[config.mk]
export PLATFORM = sky130hd
export DESIGN_NAME = dcache_way_sram
export DESIGN_NICKNAME = d
export VERILOG_FILES = /design/src/rtl/dcache_pkg.sv /design/src/rtl/dcache_lru.sv /design/src/rtl/dcache_way_sram.sv
export SDC_FILE = /design/constraint.sdc
export NUM_CORES = 1
export LEC_CHECK = 0
export ABC_AREA = 1
export CAP_MARGIN = 15
export CORE_UTILIZATION = 50
export CTS_BUF_LIST = sky130_fd_sc_hd__clkbuf_16
export DETAILED_ROUTE_END_ITERATION = 6
export PLACE_DENSITY = 0.74
export SLEW_MARGIN = 10
export SYNTH_ARGS = -nofsm -noshare
export SYNTH_HDL_FRONTEND = slang
export SYNTH_SLANG_ARGS = --single-unit
export TNS_END_PERCENT = 20
[constraint.sdc]
create_clock -name clk -period 4.65 [get_ports clk]
set_input_delay 0.6975 -clock clk [delete_from_list [all_inputs] [get_ports clk]]
set_output_delay 0.6975 -clock clk [all_outputs]
set_load 0.01 [all_outputs]
[src/rtl/dcache_pkg.sv]
// Shared types and defaults for the data-cache way array.
// Holds size defaults, derived widths, request precedence and flush states.
package dcache_pkg;

  localparam int DC_WAYS        = 2;
  localparam int DC_SETS        = 2;
  localparam int DC_TAG_W       = 3;
  localparam int DC_BLOCK_BYTES = 4;

  localparam int DC_SET_W      = $clog2(DC_SETS);
  localparam int DC_WAY_W      = $clog2(DC_WAYS);
  localparam int DC_BLOCK_BITS = 8 * DC_BLOCK_BYTES;

  // Winning request after precedence memWen > wen > ren.
  typedef enum logic [1:0] {
    REQ_NONE,
    REQ_RD,
    REQ_WR,
    REQ_FILL
  } req_e;

  typedef enum logic [1:0] {
    FL_IDLE,
    FL_SCAN,
    FL_WB_WAIT,
    FL_DONE
  } flush_st_e;

endpackage

[src/rtl/dcache_lru.sv]
// Per-set age-based LRU state and victim selection.
// Ports: clk, rst (async low), i_upd/i_set/i_way touch, i_valid set valids, o_victim.
module dcache_lru
  import dcache_pkg::*;
#(
  parameter int WAYS  = DC_WAYS,
  parameter int SETS  = DC_SETS,
  parameter int SET_W = $clog2(SETS),
  parameter int WAY_W = $clog2(WAYS)
) (
  input  logic             clk,
  input  logic             rst,
  input  logic             i_upd,
  input  logic [SET_W-1:0] i_set,
  input  logic [WAY_W-1:0] i_way,
  input  logic [WAYS-1:0]  i_valid,
  output logic [WAY_W-1:0] o_victim
);

  logic [WAY_W-1:0] r_age [SETS][WAYS];
  logic [WAY_W-1:0] w_old;
  logic             w_found;

  assign w_old = r_age[i_set][i_way];

  always_ff @(posedge clk or negedge rst) begin
    if (!rst) begin
      for (int s = 0; s < SETS; s++)
        for (int w = 0; w < WAYS; w++)
          r_age[s][w] <= WAY_W'(w);
    end else if (i_upd) begin
      for (int w = 0; w < WAYS; w++) begin
        if (WAY_W'(w) == i_way)
          r_age[i_set][w] <= '0;
        else if (r_age[i_set][w] < w_old)
          r_age[i_set][w] <= r_age[i_set][w] + 1'b1;
      end
    end
  end

  // Lowest invalid way wins; otherwise the oldest way.
  always_comb begin
    o_victim = '0;
    w_found  = 1'b0;
    for (int w = 0; w < WAYS; w++) begin
      if (!w_found && !i_valid[w]) begin
        o_victim = WAY_W'(w);
        w_found  = 1'b1;
      end
    end
    if (!w_found) begin
      for (int w = 0; w < WAYS; w++)
        if (r_age[i_set][w] == WAY_W'(WAYS - 1))
          o_victim = WAY_W'(w);
    end
  end

endmodule

[src/rtl/dcache_way_sram.sv]
// Set-associative data-cache tag/data array with LRU and optional flush.
// Ports: lookup (ren/wen/memWen/bytesAccess/blockAddr/dataIn -> hit/dirtyBit/
// dataOut/victimAddr), flush (flushReq/flushBusy/flushDone), write-back
// channel (wbValid/wbReady/wbAddr/wbData). Flush FSM under DCACHE_FLUSH_EN.
module dcache_way_sram
  import dcache_pkg::*;
#(
  parameter int WAYS        = DC_WAYS,
  parameter int SETS        = DC_SETS,
  parameter int TAG_W       = DC_TAG_W,
  parameter int BLOCK_BYTES = DC_BLOCK_BYTES,
  localparam int SET_W      = $clog2(SETS),
  localparam int WAY_W      = $clog2(WAYS),
  localparam int BLOCK_BITS = 8 * BLOCK_BYTES,
  localparam int ADDR_W     = TAG_W + SET_W
) (
  input  logic                   clk,
  input  logic                   rst,
  input  logic                   ren,
  input  logic                   wen,
  input  logic                   memWen,
  input  logic [BLOCK_BYTES-1:0] bytesAccess,
  input  logic [ADDR_W-1:0]      blockAddr,
  input  logic [BLOCK_BITS-1:0]  dataIn,
  output logic                   hit,
  output logic                   dirtyBit,
  output logic [BLOCK_BITS-1:0]  dataOut,
  output logic [ADDR_W-1:0]      victimAddr,
  input  logic                   flushReq,
  output logic                   flushBusy,
  output logic                   flushDone,
  output logic                   wbValid,
  input  logic                   wbReady,
  output logic [ADDR_W-1:0]      wbAddr,
  output logic [BLOCK_BITS-1:0]  wbData
);

  logic                  r_valid [SETS][WAYS];
  logic                  r_dirty [SETS][WAYS];
  logic [TAG_W-1:0]      r_tag   [SETS][WAYS];
  logic [BLOCK_BITS-1:0] r_data  [SETS][WAYS];

  logic [TAG_W-1:0] w_tag;
  logic [SET_W-1:0] w_set;
  logic             w_hit;
  logic [WAY_W-1:0] w_hway;
  logic [WAY_W-1:0] w_victim;
  logic [WAY_W-1:0] w_fway;
  logic [WAYS-1:0]  w_vvec;
  logic             w_busy;
  logic             w_upd;
  logic [WAY_W-1:0] w_uway;
  req_e             w_req;

  logic             w_fl_clr;
  logic [SET_W-1:0] w_fl_set;
  logic [WAY_W-1:0] w_fl_way;

  assign w_tag = blockAddr[ADDR_W-1:SET_W];
  assign w_set = blockAddr[SET_W-1:0];

  always_comb begin
    w_hit  = 1'b0;
    w_hway = '0;
    w_vvec = '0;
    for (int w = 0; w < WAYS; w++) begin
      w_vvec[w] = r_valid[w_set][w];
      if (r_valid[w_set][w] && r_tag[w_set][w] == w_tag) begin
        w_hit  = 1'b1;
        w_hway = WAY_W'(w);
      end
    end
  end

  // Overlapping requests are legal; first match wins.
  always_comb begin
    w_req = REQ_NONE;
    if (!w_busy) begin
      priority case (1'b1)
        memWen:  w_req = REQ_FILL;
        wen:     w_req = REQ_WR;
        ren:     w_req = REQ_RD;
        default: w_req = REQ_NONE;
      endcase
    end
  end

  // A fill of a resident tag refreshes that way instead of evicting.
  assign w_fway = w_hit ? w_hway : w_victim;
  assign w_upd  = (w_req == REQ_FILL) ||
                  ((w_req == REQ_RD || w_req == REQ_WR) && w_hit);
  assign w_uway = (w_req == REQ_FILL) ? w_fway : w_hway;

  dcache_lru #(
    .WAYS  (WAYS),
    .SETS  (SETS),
    .SET_W (SET_W),
    .WAY_W (WAY_W)
  ) u_lru (
    .clk      (clk),
    .rst      (rst),
    .i_upd    (w_upd),
    .i_set    (w_set),
    .i_way    (w_uway),
    .i_valid  (w_vvec),
    .o_victim (w_victim)
  );

  always_ff @(posedge clk) begin
    if (w_req == REQ_FILL) begin
      r_data[w_set][w_fway] <= dataIn;
    end else if (w_req == REQ_WR && w_hit) begin
      for (int b = 0; b < BLOCK_BYTES; b++)
        if (bytesAccess[b])
          r_data[w_set][w_hway][8*b +: 8] <= dataIn[8*b +: 8];
    end
  end

  always_ff @(posedge clk or negedge rst) begin
    if (!rst) begin
      for (int s = 0; s < SETS; s++)
        for (int w = 0; w < WAYS; w++) begin
          r_valid[s][w] <= 1'b0;
          r_dirty[s][w] <= 1'b0;
          r_tag[s][w]   <= '0;
        end
      hit        <= 1'b0;
      dirtyBit   <= 1'b0;
      dataOut    <= '0;
      victimAddr <= '0;
    end else begin
      if (w_fl_clr)
        r_dirty[w_fl_set][w_fl_way] <= 1'b0;
      unique case (w_req)
        REQ_FILL: begin
          r_valid[w_set][w_fway] <= 1'b1;
          r_dirty[w_set][w_fway] <= 1'b0;
          r_tag[w_set][w_fway]   <= w_tag;
          hit        <= 1'b0;
          dirtyBit   <= 1'b0;
          dataOut    <= '0;
          victimAddr <= '0;
        end
        REQ_WR, REQ_RD: begin
          if (w_hit) begin
            if (w_req == REQ_WR)
              r_dirty[w_set][w_hway] <= 1'b1;
            hit        <= 1'b1;
            dirtyBit   <= 1'b0;
            dataOut    <= (w_req == REQ_RD) ?
                          r_data[w_set][w_hway] : '0;
            victimAddr <= '0;
          end else begin
            hit        <= 1'b0;
            dirtyBit   <= r_dirty[w_set][w_victim];
            dataOut    <= '0;
            victimAddr <= {r_tag[w_set][w_victim], w_set};
          end
        end
        default: ;
      endcase
    end
  end

`ifdef DCACHE_FLUSH_EN
  flush_st_e              r_fst;
  flush_st_e              w_fst_nxt;
  logic [SET_W+WAY_W-1:0] r_fptr;
  logic [SET_W+WAY_W-1:0] w_fptr_nxt;
  logic                   w_last;
  logic                   w_ent_dirty;

  // Pointer is {set, way}, so +1 walks set-major, way-minor.
  assign w_fl_set    = r_fptr[SET_W+WAY_W-1:WAY_W];
  assign w_fl_way    = r_fptr[WAY_W-1:0];
  assign w_last      = &r_fptr;
  assign w_ent_dirty = r_valid[w_fl_set][w_fl_way] &&
                       r_dirty[w_fl_set][w_fl_way];

  always_ff @(posedge clk or negedge rst) begin
    if (!rst) begin
      r_fst  <= FL_IDLE;
      r_fptr <= '0;
    end else begin
      r_fst  <= w_fst_nxt;
      r_fptr <= w_fptr_nxt;
    end
  end

  always_comb begin
    w_fst_nxt  = r_fst;
    w_fptr_nxt = r_fptr;
    w_fl_clr   = 1'b0;
    unique case (r_fst)
      FL_IDLE: begin
        if (flushReq) begin
          w_fst_nxt  = FL_SCAN;
          w_fptr_nxt = '0;
        end
      end
      FL_SCAN: begin
        if (w_ent_dirty)
          w_fst_nxt = FL_WB_WAIT;
        else if (w_last)
          w_fst_nxt = FL_DONE;
        else
          w_fptr_nxt = r_fptr + 1'b1;
      end
      FL_WB_WAIT: begin
        if (wbReady) begin
          w_fl_clr = 1'b1;
          if (w_last) begin
            w_fst_nxt = FL_DONE;
          end else begin
            w_fst_nxt  = FL_SCAN;
            w_fptr_nxt = r_fptr + 1'b1;
          end
        end
      end
      FL_DONE: w_fst_nxt = FL_IDLE;
      default: w_fst_nxt = FL_IDLE;
    endcase
  end

  assign w_busy    = (r_fst != FL_IDLE);
  assign flushBusy = w_busy;
  assign flushDone = (r_fst == FL_DONE);
  assign wbValid   = (r_fst == FL_WB_WAIT);
  assign wbAddr    = wbValid ?
                     {r_tag[w_fl_set][w_fl_way], w_fl_set} : '0;
  assign wbData    = wbValid ? r_data[w_fl_set][w_fl_way] : '0;
`else
  logic w_unused;

  assign w_unused  = ^{flushReq, wbReady};
  assign w_busy    = 1'b0;
  assign w_fl_clr  = 1'b0;
  assign w_fl_set  = '0;
  assign w_fl_way  = '0;
  assign flushBusy = 1'b0;
  assign flushDone = 1'b0;
  assign wbValid   = 1'b0;
  assign wbAddr    = '0;
  assign wbData    = '0;
`endif

endmodule

# Word level (Yosys, flattened, before mapping)
# Memory sizes are Yosys's and may differ from the RTL's.
# Cells that the tools add are included.
dict set report word_totals {
  out_inout_bits 77
  n_memories 1
  ff_bits 62
  ramBits 128
}
# memory words width rd rd_ports_with_merged_regs write_ports line
set memory_table {}
lappend memory_table {r_data 2 64 1 0 1 dcache_way_sram.sv:41} ;# logic [BLOCK_BITS-1:0] r_data [SETS][WAYS];
dict set report op_classes {
  n_lt_le_gt_ge 10
  eq_ne 7
  bitwise 269
  muxes 358
  n_reduce_logical 14
  addsub 2
}
# cell n
set op_table {}
lappend op_table {{two-way mux 64 bit} 5}
lappend op_table {{two-way mux 1 bit} 292}
lappend op_table {{OR 1 bit} 256}
lappend op_table {{two-way mux 32 bit} 7}
lappend op_table {{demux 32 bit (select 1 bit)} 5}
lappend op_table {{one-hot mux 32 bit (2 select lines)} 1}
lappend op_table {{two-way mux 4 bit} 8}
lappend op_table {{two-way mux 2 bit} 14}
lappend op_table {{two-way mux 24 bit} 1}
lappend op_table {{two-way mux 6 bit} 4}
lappend op_table {{two-way mux 16 bit} 1}
lappend op_table {{one-hot mux 4 bit (2 select lines)} 2}
lappend op_table {{AND 4 bit} 3}
lappend op_table {{bitwise mux 12 bit} 1}
lappend op_table {{two-way mux 3 bit} 4}
lappend op_table {{inverter 4 bit} 3}
lappend op_table {{greater-or-equal comparator 2 bit (second input constant)} 5}
lappend op_table {{inverter 1 -> 2 bit} 5}
lappend op_table {{bitwise mux 4 bit} 2}
lappend op_table {{demux 2 bit (select 1 bit)} 4}
lappend op_table {{logical AND 1 bit} 8}
lappend op_table {{two-way mux 8 bit} 1}
lappend op_table {{OR 4 bit} 2}
lappend op_table {{demux 6 bit (select 1 bit)} 1}
lappend op_table {{other kinds (15)} 25}

# Longest topological paths before layout
dict set report depth {
  word_depth 23
  depth_mapped 15
  ltp_nobuf 14
}

# By module
# From an unflattened synthesis, not the netlist that was laid out.
dict set report unflattened {
  cells_unflattened 921
  area_unflattened_um2 8817.2
}
# module cells_per_inst seq_area_each_um2 instances area_each_um2
set modules_own_cells {}
lappend modules_own_cells {dcache_way_sram 852 5295.1 1 8414.3}
lappend modules_own_cells {dcache_lru 69 102.6 1 402.9}

# Worst setup path after synthesis
# Ideal clock, no wire load.
dict set report synth_timing {
  path_kind {input to register}
  startpoint {in blockAddr[0]}
  endpoint {mem r_data[0][32] (netlist bit), enable pin}
  required_time_ns 4.275
  path_buffers 2
  path_stages 12
  setup_time_ns 0.375
  path_slack_ns 2.029
  arrival_ns 2.245
  path_cell_list {buf_6 -> buf_6 -> or2_4 -> nand2_4 -> nand2_2 -> nand2_4 -> inv_4 -> nand2_4 -> nand2_4 -> inv_4 -> nand2_4 -> a21oi_1}
}
dict set report synth_between {
  elab_chain_len 21
  elab_cells_between_ends 59
}
# item line
set synth_lines {}
lappend synth_lines {{start: declaration} dcache_way_sram.sv:23} ;# input logic [ADDR_W-1:0] blockAddr,
lappend synth_lines {{inverter 1 -> 2 bit (not written as such)} {dcache_lru.sv:53, dcache_way_sram.sv:67, dcache_way_sram.sv:68}}
lappend synth_lines {{two-way mux 2 bit (not written as such) (3 in series)} {dcache_way_sram.sv:67, dcache_way_sram.sv:68}}
lappend synth_lines {{logical NOT 1 bit} dcache_lru.sv:46} ;# if (!w_found && !i_valid[w]) begin
lappend synth_lines {{logical AND 1 bit} dcache_lru.sv:46}
lappend synth_lines {{two-way mux 1 bit} dcache_lru.sv:46}
lappend synth_lines {{two-way mux 1 bit (2 in series)} dcache_lru.sv:53} ;# if (r_age[i_set][w] == WAY_W'(WAYS - 1))
lappend synth_lines {{two-way mux 1 bit} dcache_lru.sv:51} ;# if (!w_found) begin
lappend synth_lines {{two-way mux 1 bit} dcache_way_sram.sv:89} ;# assign w_fway = w_hit ? w_hway : w_victim;
lappend synth_lines {{inverter 1 -> 2 bit (not written as such)} dcache_way_sram.sv:111} ;# r_data[w_set][w_fway] <= dataIn;
lappend synth_lines {{greater-or-equal comparator 2 bit (not written as such) / less-than comparator 2 x 1 -> 1 bit (equally long branches)} dcache_way_sram.sv:111}
lappend synth_lines {{logical AND 1 bit (not written as such)} dcache_way_sram.sv:111}
lappend synth_lines {{two-way mux 32 bit (not written as such)} dcache_way_sram.sv:111}
lappend synth_lines {{demux 32 bit (select 1 bit)} dcache_way_sram.sv:111}
lappend synth_lines {{two-way mux 64 bit (not written as such)} dcache_way_sram.sv:111}
lappend synth_lines {{OR 1 bit (no line) (4 in series)} n/a}
lappend synth_lines {{end: declaration} dcache_way_sram.sv:41}
# Parallel ways exist; a longest one is shown, timed or not. The select of a mux whose other input is x is not followed.

# Worst setup path in the final report
dict set report layout_timing {
  startpoint {in blockAddr[0]}
  endpoint {mem r_data[0][61] (netlist bit), enable pin}
}
# Same word-level chain as after synthesis.

==> impl_metrics.json <==
{
  "irDropWorstVdd_mv": 0.293,
  "max_stage_delay_ns": 0.46,
  "critPathKind": "in2reg",
  "cts_made_buffers": 17,
  "htreeDepth": 4,
  "synth_cell_types": 36,
  "rsz0062_at_grt": "false",
  "worstMarginPinSlew_ns": 0.848,
  "fmax_mhz": 329,
  "crit_chain": "buf_2 -> buf_4 -> nand2_1 -> and2_1 -> nor2_1 -> nor2_1 -> nand2_2 -> buf_4 -> nand2_1 -> nand2_2 -> nand2_1 -> a21oi_1 -> buf_4",
  "start_util": 0.509,
  "placed_area_sq_mm": 0.00933,
  "antenna_found_initial": 0,
  "postSynthCellCount": 840,
  "grt_pass1_wl_um": 27300,
  "via_count": 5859,
  "first_global_vias": 5480,
  "cts_setup_buffers": 0,
  "cts_sinks": 190,
  "die_h_um": 132,
  "postRouteAntennaNets": 0,
  "drc": 0,
  "overflow": 0,
  "area_growth_pct": 18.7,
  "crit_arrival_ns": 3.18,
  "setup_violations": 0,
  "io-pin-count": 124,
  "cp_slowest_cell": "buf_4",
  "dieArea_sq_mm": 0.0174,
  "power_density_mw_per_mm2": 454,
  "fin_crit_sh": 0.654,
  "cts_tree": "yes",
  "track_usage": 0.204,
  "rows": 47,
  "path_buf_inv": 4,
  "post_cts_resized": 0,
  "async_reset_ff_frac": 0.326,
  "synth_seq_cells": 190,
  "hp-class": "in2async",
  "wire_per_inst_um": 14.6,
  "wl_um": 16900,
  "core_area_sq_mm": 0.0165,
  "final_nets": 975,
  "skew_ns": 0.00861,
  "p_leak_nw": 4.28,
  "fin_area_sq_mm": 0.00999,
  "grt_max_degree": 68,
  "clk_pin_slew_ns": 0.07,
  "chipWidth_um": 132,
  "worst_ep_required_time_ns": 4.79,
  "clockBufferDepth": 2,
  "path_delay_family": "buffers and inverters",
  "root_buffer": "clkbuf_16",
  "firstDrtPassIters": 5,
  "synth_edf_count": 128,
  "layout_min_cycle_time_ns": 3.04,
  "cp_max_fo": 53,
  "viasPerCell": 5.06,
  "setup_tns_ns": 0,
  "num-fill-cells": 1324,
  "final-hold-violation-count": 0,
  "n_antenna_cell": 0,
  "power_mw": 4.53,
  "status": "complete, no violations",
  "worstSetupEndpointType": "flip-flop",
  "gp_congestion": 0.808,
  "whs_ns": 0.423,
  "insertion_delay_ns": 0.43,
  "ys_seq_area_frac": 0.641,
  "critPathLaunchType": "input pin",
  "detail_route.iter0.violations": 464,
  "yosys_warnings": 0,
  "slew_headroom": 0.435,
  "ys.flop_type": "edfxtp_1",
  "drive_above_1_share": 0.0854,
  "hpwlAfterDp_um": 10400,
  "mappedNetlistArea_sq_mm": 0.00842,
  "finalMaxSlewViolations": 0,
  "portBuffers": 82,
  "avgSynthCellArea_sq_um": 10.0,
  "timing.max_cap.violations": 0,
  "cts_hold_buffers": 0
}
## synthesized netlist by cell type (3+ instances only)
cell type  count  area, sq um
clkbuf_1      19         71.3
o21ai_0       29          145
buf_1          5         18.8
dfrtp_1       60         1500
ha_1           4         50.1
nand4_1        3         18.8
buf_2          7         35.0
nand3_1      105          526
inv_1         61          229
inv_2          3         11.3
nand2_1      275         1030
a21oi_1       12         60.1
nor2_1        22         82.6
nand2_2        6         37.5
buf_4         43          323
nand2_4        5         56.3
o21ai_1       31          155
edfxtp_1     128         3840
## flip-flops by register name (all words and copies together), names as in the netlist
register,count
r_valid,4
r_dirty,4
r_data,128
r_tag,12
victimAddr,4
u_lru.r_age,4
hit,1
dirtyBit,1
dataOut,32
## power by group
group / switching, mW / leakage, nW / internal, mW
Combinational: 0.550 / 1.99 / 0.278
Sequential: 0.0724 / 1.98 / 2.03
Clock: 0.639 / 0.313 / 0.962
## kinds of logic (layout without fill, tap and decap cells)
family,after synthesis,count (layout),share of synthesized area
and+or+nand+nor,426,426,0.219
DFF,190,190,0.641
adders and majority gates,4,4,0.00595
buffers and inverters,142,201,0.0859
AOI/OAI and AO/OA,77,77,0.0473
other,1,39,0.000445
## metal layers
layer	wire [um]	up-vias	GRT usage
met1	7330	2751	0.264
li1	-	2867	-
met5	0	-	0
met2	8320	218	0.338
met3	924	23	0.0396
met4	299	0	0.0846
## cell type report
| class | count | area (sq um) | share of cell area |
|---|---|---|---|
| Sequential cell | 190 | 5400 | 0.540 |
| Inverter | 66 | 253 | 0.0253 |
| Clock buffer | 17 | 425 | 0.0426 |
| Timing Repair Buffer | 103 | 968 | 0.0970 |
| Clock inverter | 15 | 229 | 0.0229 |
| Tap cell | 220 | 275 | 0.0276 |
| Multi-Input combinational cell | 546 | 2440 | 0.244 |
## through the flow
stage               utilization  worst slack, ns  std cells
floorplan                     -             2.03        878
CTS                       0.604             1.63       1157
finish                    0.604             1.61       1157
detailed placement        0.565             1.20       1125
global placement          0.565             1.26       1125
global route              0.604             1.34       1157
## worst register-to-register path, stage by stage, from the launching register on
cell	delay [ns]
dfstp_2	0.54
inv_1	0.04
nand2_1	0.11
nand2_4	0.08
nand2_2	0.08
nand2_4	0.10
inv_4	0.10
nand2_4	0.06
nand2_4	0.11
inv_4	0.06
nor2_4	0.15
inv_2	0.08
o21ai_1	0.07
inv_1	0.07
nor2_1	0.55
## final timing paths
path | from | to | slack, ns | depth (start not counted)
min | rst | r_tag[3] | 0.42 | 2
max reg2reg | u_lru.r_age[0] | r_data[1][21] | 2.09 | 14
max | blockAddr[0] | r_data[0][61] | 1.61 | 13
max in group asynchronous | rst | dataOut[6] | 3.64 | 2
min reg2reg | r_valid[2] | r_valid[2] | 0.45 | 2
min in group clk | r_valid[2] | r_valid[2] | 0.45 | 2
## cells in the final DEF, fill, tap and decap left out, drive strengths merged, types with 3 or more instances in the layout
cell type      count
a21oi             12
buf               23
bufinv             5
clkbuf            17
clkdlybuf4s50     80
clkinvlp           3
conb              39
dfrtp             60
edfxtp           128
ha                 4
inv               71
nand2            286
nand3            106
nand4              4
nor2              25
o21ai             60
or2                3
(Power assumes the default switching activity.)
